`src/rtl/mod_tx_pkg.sv`:
```
// Shared definitions for the modulator transmit arbiter: FSM encoding,
// grant-id width and the byte/nibble mode values understood by data_trans_FIFO_mod.
package mod_tx_pkg;

    localparam int GID_W = 2;

    typedef enum logic [1:0] {
        ST_IDLE  = 2'd0,
        ST_GRANT = 2'd1,
        ST_GAP   = 2'd2
    } state_t;

    localparam logic MODE_NIBBLE = 1'b0;
    localparam logic MODE_BYTE   = 1'b1;

endpackage

```
`src/rtl/mod_tx_arbiter_rr_pick.sv`:
```
// Combinational round-robin picker: first asserted valid index at or after ptr, wrapping.
module rr_pick
    import mod_tx_pkg::*;
#(
    parameter int N_REQ = 2
) (
    input  logic [N_REQ-1:0] valid,
    input  logic [GID_W-1:0] ptr,
    output logic [GID_W-1:0] winner,
    output logic             any
);

    always_comb begin
        winner = '0;
        any    = 1'b0;
        // Scan from the farthest offset back towards ptr so the nearest valid index is written last.
        for (int k = N_REQ - 1; k >= 0; k--) begin
            for (int j = 0; j < N_REQ; j++) begin
                if (valid[j] && (j == (int'(ptr) + k) % N_REQ)) begin
                    winner = GID_W'(j);
                    any    = 1'b1;
                end
            end
        end
    end

endmodule

```
`src/rtl/mod_tx_arbiter.sv`:
```
// Frame-level round-robin scheduler sharing the data_trans_FIFO_mod byte port between
// N_REQ requesters, with a one-entry output slice, inter-frame gap and length cut-off.
module mod_tx_arbiter
    import mod_tx_pkg::*;
#(
    parameter int N_REQ   = 2,
    parameter int GAP_CYC = 4,
    parameter int MAX_LEN = 64
) (
    input  logic                 clk,
    input  logic                 reset_n,
    input  logic [N_REQ-1:0]     req_valid,
    input  logic [8*N_REQ-1:0]   req_data,
    input  logic [N_REQ-1:0]     req_byte,
    input  logic [N_REQ-1:0]     req_last,
    output logic [N_REQ-1:0]     req_ready,
    output logic [7:0]           fifo_data,
    output logic                 fifo_start,
    output logic                 fifo_byte,
    input  logic                 fifo_full,
    output logic [GID_W-1:0]     grant_id,
    output logic                 busy,
    output logic                 len_err,
    output logic [1:0]           dbg_state
);

    // Handshakes: a requester byte moves when req_valid[i] & req_ready[i] at a rising edge;
    // a slice byte moves into the modulator FIFO when fifo_start & !fifo_full at a rising edge.

    state_t             r_state;
    state_t             w_state_nxt;
    logic [GID_W-1:0]   r_rr_ptr;
    logic [GID_W-1:0]   r_grant_id;
    logic               r_mode;
    logic [7:0]         r_len_cnt;
    logic [7:0]         r_gap_cnt;
    logic [7:0]         r_fifo_data;
    logic               r_fifo_start;
    logic               r_fifo_byte;
    logic               r_len_err;

    logic [GID_W-1:0]   w_winner;
    logic               w_any;
    logic [N_REQ-1:0]   w_gnt_oh;
    logic [N_REQ-1:0]   w_win_oh;
    logic [7:0]         w_sel_data;
    logic               w_sel_valid;
    logic               w_sel_last;
    logic               w_slice_free;
    logic               w_accept;
    logic               w_hit_max;
    logic               w_frame_end;
    logic               w_cut;

    rr_pick #(.N_REQ(N_REQ)) u_rr_pick (
        .valid  (req_valid),
        .ptr    (r_rr_ptr),
        .winner (w_winner),
        .any    (w_any)
    );

    assign w_gnt_oh     = {{(N_REQ-1){1'b0}}, 1'b1} << r_grant_id;
    assign w_win_oh     = {{(N_REQ-1){1'b0}}, 1'b1} << w_winner;
    assign w_sel_valid  = |(req_valid & w_gnt_oh);
    assign w_sel_last   = |(req_last & w_gnt_oh);

    always_comb begin
        w_sel_data = '0;
        for (int i = 0; i < N_REQ; i++) begin
            if (r_grant_id == GID_W'(i)) begin
                w_sel_data = req_data[8*i +: 8];
            end
        end
    end

    // The slice can take a byte if it is empty or is being written this very cycle.
    assign w_slice_free = !r_fifo_start || !fifo_full;
    assign w_accept     = (r_state == ST_GRANT) && w_sel_valid && w_slice_free;
    assign w_hit_max    = (r_len_cnt + 8'd1) == 8'(MAX_LEN);
    assign w_frame_end  = w_accept && (w_sel_last || w_hit_max);
    assign w_cut        = w_accept && !w_sel_last && w_hit_max;

    assign req_ready = ((r_state == ST_GRANT) && w_slice_free) ? w_gnt_oh : '0;

    always_comb begin
        w_state_nxt = r_state;
        case (r_state)
            ST_IDLE:  if (w_any) w_state_nxt = ST_GRANT;
            ST_GRANT: if (w_frame_end) w_state_nxt = (GAP_CYC == 0) ? ST_IDLE : ST_GAP;
            ST_GAP:   if (r_gap_cnt <= 8'd1) w_state_nxt = ST_IDLE;
            default:  w_state_nxt = ST_IDLE;
        endcase
    end

    always_ff @(posedge clk) begin
        if (!reset_n) begin
            r_state      <= ST_IDLE;
            r_rr_ptr     <= '0;
            r_grant_id   <= '0;
            r_mode       <= MODE_NIBBLE;
            r_len_cnt    <= '0;
            r_gap_cnt    <= '0;
            r_fifo_data  <= '0;
            r_fifo_start <= 1'b0;
            r_fifo_byte  <= MODE_NIBBLE;
            r_len_err    <= 1'b0;
        end else begin
            r_state   <= w_state_nxt;
            r_len_err <= w_cut;

            if (r_state == ST_IDLE && w_any) begin
                r_grant_id <= w_winner;
                r_mode     <= |(req_byte & w_win_oh);
                r_len_cnt  <= '0;
                r_rr_ptr   <= (w_winner == GID_W'(N_REQ - 1)) ? '0 : w_winner + 1'b1;
            end else if (w_accept && r_len_cnt < 8'(MAX_LEN)) begin
                r_len_cnt <= r_len_cnt + 8'd1;
            end

            if (w_frame_end) begin
                r_gap_cnt <= 8'(GAP_CYC);
            end else if (r_state == ST_GAP && r_gap_cnt != 8'd0) begin
                r_gap_cnt <= r_gap_cnt - 8'd1;
            end

            if (w_accept) begin
                r_fifo_data  <= w_sel_data;
                r_fifo_start <= 1'b1;
                r_fifo_byte  <= r_mode;
            end else if (r_fifo_start && !fifo_full) begin
                r_fifo_start <= 1'b0;
            end
        end
    end

    assign fifo_data  = r_fifo_data;
    assign fifo_start = r_fifo_start;
    assign fifo_byte  = r_fifo_byte;
    assign grant_id   = r_grant_id;
    assign len_err    = r_len_err;
    assign busy       = (r_state != ST_IDLE) || r_fifo_start;
    assign dbg_state  = r_state;

endmodule

```
`config.mk`:
```
export PLATFORM = sky130hd
export DESIGN_NAME = mod_tx_arbiter
export DESIGN_NICKNAME = d
export VERILOG_FILES = /design/src/rtl/mod_tx_pkg.sv /design/src/rtl/mod_tx_arbiter_rr_pick.sv /design/src/rtl/mod_tx_arbiter.sv
export SDC_FILE = /design/constraint.sdc
export NUM_CORES = 1
export LEC_CHECK = 0
export ABC_AREA = 1
export BUFFER_PORTS_ARGS = -buffer_cell sky130_fd_sc_hd__clkbuf_2
export CAP_MARGIN = 10
export CORE_ASPECT_RATIO = 0.75
export CORE_MARGIN = 2
export CORE_UTILIZATION = 33
export CTS_CLUSTER_DIAMETER = 120
export DETAILED_ROUTE_END_ITERATION = 8
export GPL_ROUTABILITY_DRIVEN = 0
export PLACE_DENSITY = 0.55
export SETUP_SLACK_MARGIN = 0.05
export SLEW_MARGIN = 40
export SYNTH_ARGS = -nofsm -noshare
export SYNTH_HDL_FRONTEND = slang
export SYNTH_SLANG_ARGS = --single-unit
```
`constraint.sdc`:
```
create_clock -name clk -period 2.2 [get_ports clk]
set_input_delay 0.44 -clock clk [delete_from_list [all_inputs] [get_ports clk]]
set_output_delay 0.44 -clock clk [all_outputs]
set_load 0.05 [all_outputs]
```
### Word-level counts from Yosys, hierarchy flattened

Cells that the tools add are included.

* output and inout port bits: 18
* input bits: 25
* word-level logic and storage cells: 86
* register bits: 33

* bitwise gates (word level): 5
* mux-type cells: 19
* magnitude comparators: 2
* reduce and logical (&&, ||, !) cells: 34
* shift-type cells: 2
* add/subtract/negate cells: 4
* equality and inequality tests: 9

Operators with widths (number)
* $logic_not A32 Y1: 2
* $mux W8: 2
* $logic_and A1 B1 Y1: 14
* $mux W1: 10
* $reduce_or A2 Y1: 5
* $add A8 B1 Y8 const B: 1
* $eq A8 B7 Y1 const B: 1
* $le A8 B1 Y1 const B: 1
* $lt A8 B7 Y1 const B: 1
* $mux W2: 4
* $reduce_bool A8 Y1: 1
* $sub A8 B1 Y8 const B: 1
* $and A2 B2 Y2: 3
* $eq A2 B1 Y1 const B: 3
* $mux W3: 2
* $ne A2 B2 Y1 const B: 3
* $pmux W2 S3: 1
* $reduce_bool A2 Y1: 3
* $logic_not A2 Y1: 2
* $shl A1 B2 Y2 const A: 2
* $logic_not A1 Y1: 3
* $logic_or A1 B1 Y1: 3
* $reduce_and A3 Y1: 1
* $add A1 B1 Y1 const B: 2
* 4 further kinds: 4

### Logic depth before layout (Yosys ltp)

Gate-level depths: netlist of run 1.

* word-level depth: 10
* depth in mapped cells: 12

### Hierarchy

A second synthesis of run 1 with hierarchy kept.

* cells, all modules: 242
* area, all modules: 1747.9 um^2

By module, submodules not included
* mod_tx_arbiter: cells each 236, area each 1717.9 um^2, times used 1
* rr_pick: cells each 6, area each 30.0 um^2, times used 1

### Worst setup path before layout of run 1

OpenSTA, ideal clock, no wires.

* kind: reg-to-output
* start point: reg r_grant_id[0], in the netlist grant_id[0]
* end point: out req_ready[1]
* arrival: 1.666 ns
* stages on the path, launching flop included: 4
* setup slack: 0.094 ns
* path through: dfxtp_1 > inv_1 > clkbuf_1 > nor2_1

* word-level cells in the longest chain between the ends: 2

RTL lines
* start, declared: line mod_tx_arbiter.sv:33 `logic [GID_W-1:0] r_grant_id;`
* start signal, assigned: line mod_tx_arbiter.sv:112 `r_grant_id <= w_winner;`
* $shl A1 B2 Y2: line mod_tx_arbiter.sv:62 `assign w_gnt_oh = {{(N_REQ-1){1'b0}}, 1'b1} << r_grant_id;`
* $mux W2: line mod_tx_arbiter.sv:83 `assign req_ready = ((r_state == ST_GRANT) && w_slice_free) ? w_gnt_oh : '0;`
* end, declared: line mod_tx_arbiter.sv:16 `output logic [N_REQ-1:0] req_ready,`

No other way between the ends.

### Worst setup path in the final report of run 1

Ends and elaborated chain as after synthesis.

==> results.py, run 1 <==
metrics = {
    "floorplanning": {
        "dieArea_sq_um": 5660,
        "rows": 22,
        "core-area_sq_um": 4900,
        "die_w_microns": 86.2,
        "initial_core_util_pct": 34.2,
        "die_h_microns": 65.7,
        "ios": 43,
    },
    "yosys": {
        "synthTopCellsByArea": "dfxtp_1 (38%), nand2_1 (12%), inv_1 (6.3%), nor2_1 (4.5%), a21oi_1 (3.9%)",
        "syn-num-nets": 262,
        "ys_ff_latch": 32,
        "yosys.area.top_type": "dfxtp_1",
        "synth_warnings": 0,
        "synth-seq-area-share_pct": 38.3,
        "synth-edff-count": 0,
        "syn_area_per_cell_sq_um": 7.22,
        "yosysTopAreaCellShare_pct": 38.3,
        "synth_cell_types": 32,
        "ys.flop_type": "dfxtp_1",
        "syn_inst": 232,
        "netlist_area_sq_um": 1670,
        "ys_async_sr_fraction_pct": 0,
    },
    "critical_path": {
        "path_class": "flip-flop to output port",
        "r2r_end": "r_len_cnt[3]$_SDFFE_PP0P_",
        "path_max_fanout": 9,
        "worstReg2RegStart": "grant_id[0]$_SDFFE_PN0P_",
        "ff2ff_path_depth": 8,
        "crit_start": "grant_id[0]$_SDFFE_PN0P_",
        "reg2reg_slack_ps": 430,
        "endpoint_kind": "output port",
        "cp-start-kind": "flip-flop",
        "cp-endpoint": "req_ready[1]",
        "crit_required_ps": 1760,
        "cp_data_arrival_time_ps": 1530,
    },
    "pwr": {
        "vdd_ir_drop_max_uv": 290,
        "cellLeakagePower_nw": 0.911,
        "p_per_area_nw_per_um2": 734,
        "total_power_mw": 1.51,
    },
    "grt": {
        "grt.overflow.total": 0,
        "grtUsageTotal_pct": 14.8,
        "grt_pass1_vias": 1442,
        "grt_max_degree": 14,
        "grt_pass1_wl_mm": 6.53,
        "antenna_found_initial": 0,
    },
    "placement": {
        "dp_slack_ps": 443,
        "portBuffers": 41,
        "hpwl_mm": 2.74,
    },
    "flow_run": {
        "cap_violations": 0,
    },
    "clock_tree": {
        "path_clk_slew_ps": 70,
        "clock_latency_ps": 290,
        "clock_sinks": 32,
        "cts_resized": 0,
        "clock_path_buffers": 2,
        "cts_tree": "built",
        "hold_buffers": 0,
        "cts.root.buffer_cell": "clkbuf_8",
        "cts_made_buffers": 5,
        "cts_setup_buffers": 0,
        "cts_max_level": 2,
    },
    "cells_and_area": {
        "nNetsFinal": 307,
        "layout_commonest_cell": "nand2_1",
        "drive_above_1_share_pct": 27.7,
        "final_util_pct": 42.0,
        "area_growth_pct": 22.8,
        "antenna_cells": 0,
        "layout_common_cells": "nand2_1 (54), clkbuf_2 (41), dfxtp_1 (32)",
    },
    "timing": {
        "min_period_over_period_pct": 89.7,
        "setup_viol": 0,
        "drv_slew": 0,
        "period_minus_slack_ps": 1970,
        "hold_viol_final": 0,
        "hold_ws_ps": 383,
        "skew_ps": 4.45,
        "final.setup.tns_ps": 0,
        "rsz0062_at_grt": "false",
        "timing.fmax_ghz": 0.507,
        "fin_ws_ps": 227,
    },
    "hold_path": {
        "hp-class": "primary input to flip-flop",
    },
    "status": {
        "outcome": "complete, no violations",
    },
    "route": {
        "viasPerCell": 4.50,
        "post_drt_wl_per_cell_microns": 10.8,
        "drtIter0Drc": 88,
        "drc": 0,
        "drt_pass1_iterations": 5,
        "antenna_left": 0,
        "finalWirelength_mm": 3.65,
        "num_vias": 1521,
    },
}
==> cells in the mapped netlist (3+ instances only) <==
library cell / count
nand4_1: 4
clkbuf_1: 3
ha_1: 5
nand2_1: 54
o21ai_0: 11
nor2_1: 20
a21oi_1: 13
nor2_2: 6
inv_1: 28
a31oi_1: 9
nand2_2: 3
dfxtp_1: 32
nand3_1: 12
a21oi_2: 6
==> critical path, stage by stage (launching register included) <==
cell      delay (ps)
dfxtp_1          520
inv_1            140
buf_4            190
nor2_1           110
clkbuf_2         280
==> how the worst min path moves through the flow <==
stage / to / slack (ps) / cells past startpoint / startpoint
after floorplan: r_rr_ptr[0]$_SDFFE_PN0P_ / 440 / 2 / r_rr_ptr[0]$_SDFFE_PN0P_
after global placement: fifo_byte$_SDFFE_PN0P_ / 470 / 2 / r_mode$_SDFFE_PN0P_
after detailed placement: r_rr_ptr[0]$_SDFFE_PN0P_ / 460 / 2 / r_rr_ptr[0]$_SDFFE_PN0P_
after CTS: fifo_data[1]$_SDFFE_PN0P_ / 380 / 3 / req_data[1]
after global routing: fifo_data[2]$_SDFFE_PN0P_ / 380 / 3 / req_data[10]
final: fifo_data[1]$_SDFFE_PN0P_ / 380 / 3 / req_data[1]
==> layer usage <==
metal  wire (microns)  global-route usage, %
met5                0                      0
met4               54                   5.27
met3              229                   5.28
met2             1370                   20.7
met1             2000                   20.9
==> power breakdown <==
| group | internal [mW] | switching [mW] |
|---|---|---|
| Clock | 0.335 | 0.238 |
| Combinational | 0.0867 | 0.219 |
| Sequential | 0.610 | 0.0218 |
| Total | 1.03 | 0.478 |
==> per-stage QoR <==
stage / area (sq um) / instances
floorplan: 1670 / 232
global placement: 1940 / 330
detailed placement: 1940 / 330
CTS: 2060 / 338
global route: 2060 / 338
finish: 2060 / 338
==> sequential cells by signal (all words and copies together) (netlist names) <==
name,flops
len_err,1
r_gap_cnt,8
r_mode,1
r_len_cnt,8
fifo_data,8
fifo_start,1
dbg_state,2
r_rr_ptr,1
grant_id,1
fifo_byte,1
==> cells by family after synthesis <==
family | Yosys count | synth area share, %
adder cells (fa/ha/maj) | 5 | 3.74
XOR/XNOR | 4 | 2.09
AND/OR/NAND/NOR | 107 | 29.6
other | 1 | 0.224
flip-flops | 32 | 38.3
AO/OA/AOI/OAI | 46 | 16.6
multiplexers | 1 | 0.598
buffers and inverters | 36 | 8.89
==> area by class of cell <==
| class | count | area [sq um] |
|---|---|---|
| Clock buffer | 5 | 68.8 |
| Multi-Input combinational cell | 164 | 885 |
| Clock inverter | 3 | 42.5 |
| Inverter | 29 | 109 |
| Timing Repair Buffer | 45 | 235 |
| Sequential cell | 32 | 641 |
| Fill cell | 524 | 2840 |
| Tap cell | 60 | 75.1 |
Note: power is estimated with default switching activity, not from simulation.
==> inputs of run 2 (changes only) <==
==> constraint.sdc (replaced) <==
create_clock -name clk -period 2.3 [get_ports clk]
set_input_delay 0.46 -clock clk [delete_from_list [all_inputs] [get_ports clk]]
set_output_delay 0.46 -clock clk [all_outputs]
set_load 0.05 [all_outputs]
==> run 2 against run 1 <==
Against the previous run:
- sequential power fell by 4.4%
- global-route usage fell by 0.11 points
- critical path depth down 1
- non-clock buffer count decreased by 1
- largest power group unchanged
- via count rose by 2.4%
- largest cell class unchanged
==> results.py, run 2 (synthesized netlist as in run 1, its figures left out) <==
metrics = {
    "status": {
        "outcome": "complete, no violations",
    },
    "clock_tree": {
        "cts_setup_buffers": 0,
        "clock_latency_ps": 290,
        "cts_tree": "built",
        "clock_path_buffers": 2,
        "cts_made_buffers": 5,
        "cts_max_level": 2,
        "clock_sinks": 32,
        "hold_buffers": 0,
        "cts_resized": 0,
        "cts.root.buffer_cell": "clkbuf_8",
        "path_clk_slew_ps": 70,
    },
    "route": {
        "drc": 0,
        "drt_pass1_iterations": 4,
        "drtIter0Drc": 50,
        "post_drt_wl_per_cell_microns": 11.0,
        "viasPerCell": 4.62,
        "antenna_left": 0,
        "num_vias": 1558,
        "finalWirelength_mm": 3.70,
    },
    "floorplanning": {
        "rows": 22,
        "core-area_sq_um": 4900,
        "die_w_microns": 86.2,
        "dieArea_sq_um": 5660,
        "die_h_microns": 65.7,
        "initial_core_util_pct": 34.2,
        "ios": 43,
    },
    "critical_path": {
        "critical-path-top-delay-family": "buffers and inverters",
        "endpoint_kind": "output port",
        "crit_path_max_incr_delay_ps": 480,
        "path_cells": "inv_1 > nor2_1 > clkbuf_2",
        "path_max_fanout": 11,
        "crit_required_ps": 1840,
        "cp-start-kind": "flip-flop",
        "path_class": "flip-flop to output port",
        "slowest_stage": "dfxtp_1",
        "cp_data_arrival_time_ps": 1460,
        "reg2reg_slack_ps": 630,
        "path_buf_inv": 2,
    },
    "cells_and_area": {
        "antenna_cells": 0,
        "fillers": 516,
        "drive_above_1_share_pct": 26.7,
        "area_growth_pct": 21.1,
        "seqCellArea_sq_um": 641,
        "nNetsFinal": 306,
        "layout_common_cells": "nand2_1 (54), clkbuf_2 (41), dfxtp_1 (32)",
        "multi_input_area_sq_um": 885,
        "layout_commonest_cell": "nand2_1",
        "final_util_pct": 41.4,
    },
    "flow_run": {
        "cap_violations": 0,
    },
    "pwr": {
        "switching_power_uw": 442,
        "p_clk_share_pct": 33.7,
        "pwr-share-seq_pct": 44.7,
        "cellLeakagePower_nw": 0.898,
        "switching_share_pct": 32.7,
        "p_per_area_nw_per_um2": 666,
        "p_comb_share_pct": 21.6,
        "vdd_ir_drop_max_uv": 315,
        "p_int_uw": 909,
    },
    "timing": {
        "drv_slew": 0,
        "hold_viol_final": 0,
        "rsz0062_at_grt": "false",
        "final.setup.tns_ps": 0,
        "timing.fmax_ghz": 0.521,
        "setup_viol": 0,
        "period_minus_slack_ps": 1920,
        "min_period_over_period_pct": 83.4,
        "skew_ps": 4.44,
    },
    "placement": {
        "portBuffers": 41,
        "hpwl_mm": 2.75,
    },
    "grt": {
        "grt.overflow.total": 0,
        "antenna_found_initial": 0,
        "grt_max_degree": 19,
        "grtUsageTotal_pct": 14.7,
        "grt_pass1_vias": 1450,
        "grt_pass1_wl_mm": 6.47,
    },
    "hold_path": {
        "hp-class": "primary input to flip-flop",
    },
}
## run 2: changes by cell type in the layout (fill, tap and decap cells not counted)
| cell | delta |
|---|---|
| buf_4 | -1 |
| bufinv_16 | -1 |
| clkbuf_1 | +2 |
| clkbuf_8 | +1 |
| clkinv_2 | -1 |
| clkinvlp_4 | -1 |
## run 2: worst register-to-register path, delay by kind of cell, from the launching register on
family / cells / cell delay, ps
buf+inv: 1 / 260
flops: 1 / 480
compound gates: 2 / 410
simple gates: 4 / 400
## run 2: per-stage QoR
step,worst slack (ps),hold WS (ps),cell area (sq um),cells,power (mW)
2_1_floorplan,174,443,1670,232,0.831
3_3_place_gp,635,471,1940,329,0.910
3_5_place_dp,633,457,1940,329,0.908
4_1_cts,359,410,2030,337,1.36
5_1_grt,257,409,2030,337,1.41
6_report,382,414,2030,337,1.35
## run 2: cell type report
type | instances | area share [%]
Multi-Input combinational cell | 164 | 43.6
Timing Repair Buffer | 44 | 11.2
Sequential cell | 32 | 31.6
Tap cell | 60 | 3.70
Clock buffer | 8 | 4.44
Inverter | 29 | 5.37
## run 2: power by group through the flow
stage	logic (mW)	registers (mW)	clock network [mW]
final	0.291	0.604	0.455
after global routing	0.318	0.608	0.487
after CTS	0.293	0.604	0.467
after detailed placement	0.292	0.616	0
after global placement	0.293	0.617	0
after floorplan	0.147	0.684	0
## run 2: path summary, 6_finish.rpt
check | startpoint | cells past startpoint | endpoint
max reg2reg | grant_id[0]$_SDFFE_PN0P_ | 7 | r_len_cnt[2]$_SDFFE_PP0P_
max | grant_id[0]$_SDFFE_PN0P_ | 3 | req_ready[1]
min reg2reg | fifo_byte$_SDFFE_PN0P_ | 2 | fifo_byte$_SDFFE_PN0P_
min | req_data[7] | 3 | fifo_data[7]$_SDFFE_PN0P_
## run 2: routing by layer
layer  up-vias  GRT usage (%)  share of wire, %
met3         5           5.28               5.2
met4         0           5.27               1.5
li1        832              -                 -
met1       684           19.9                54
met5         -              0                 0
met2        37           21.5                39
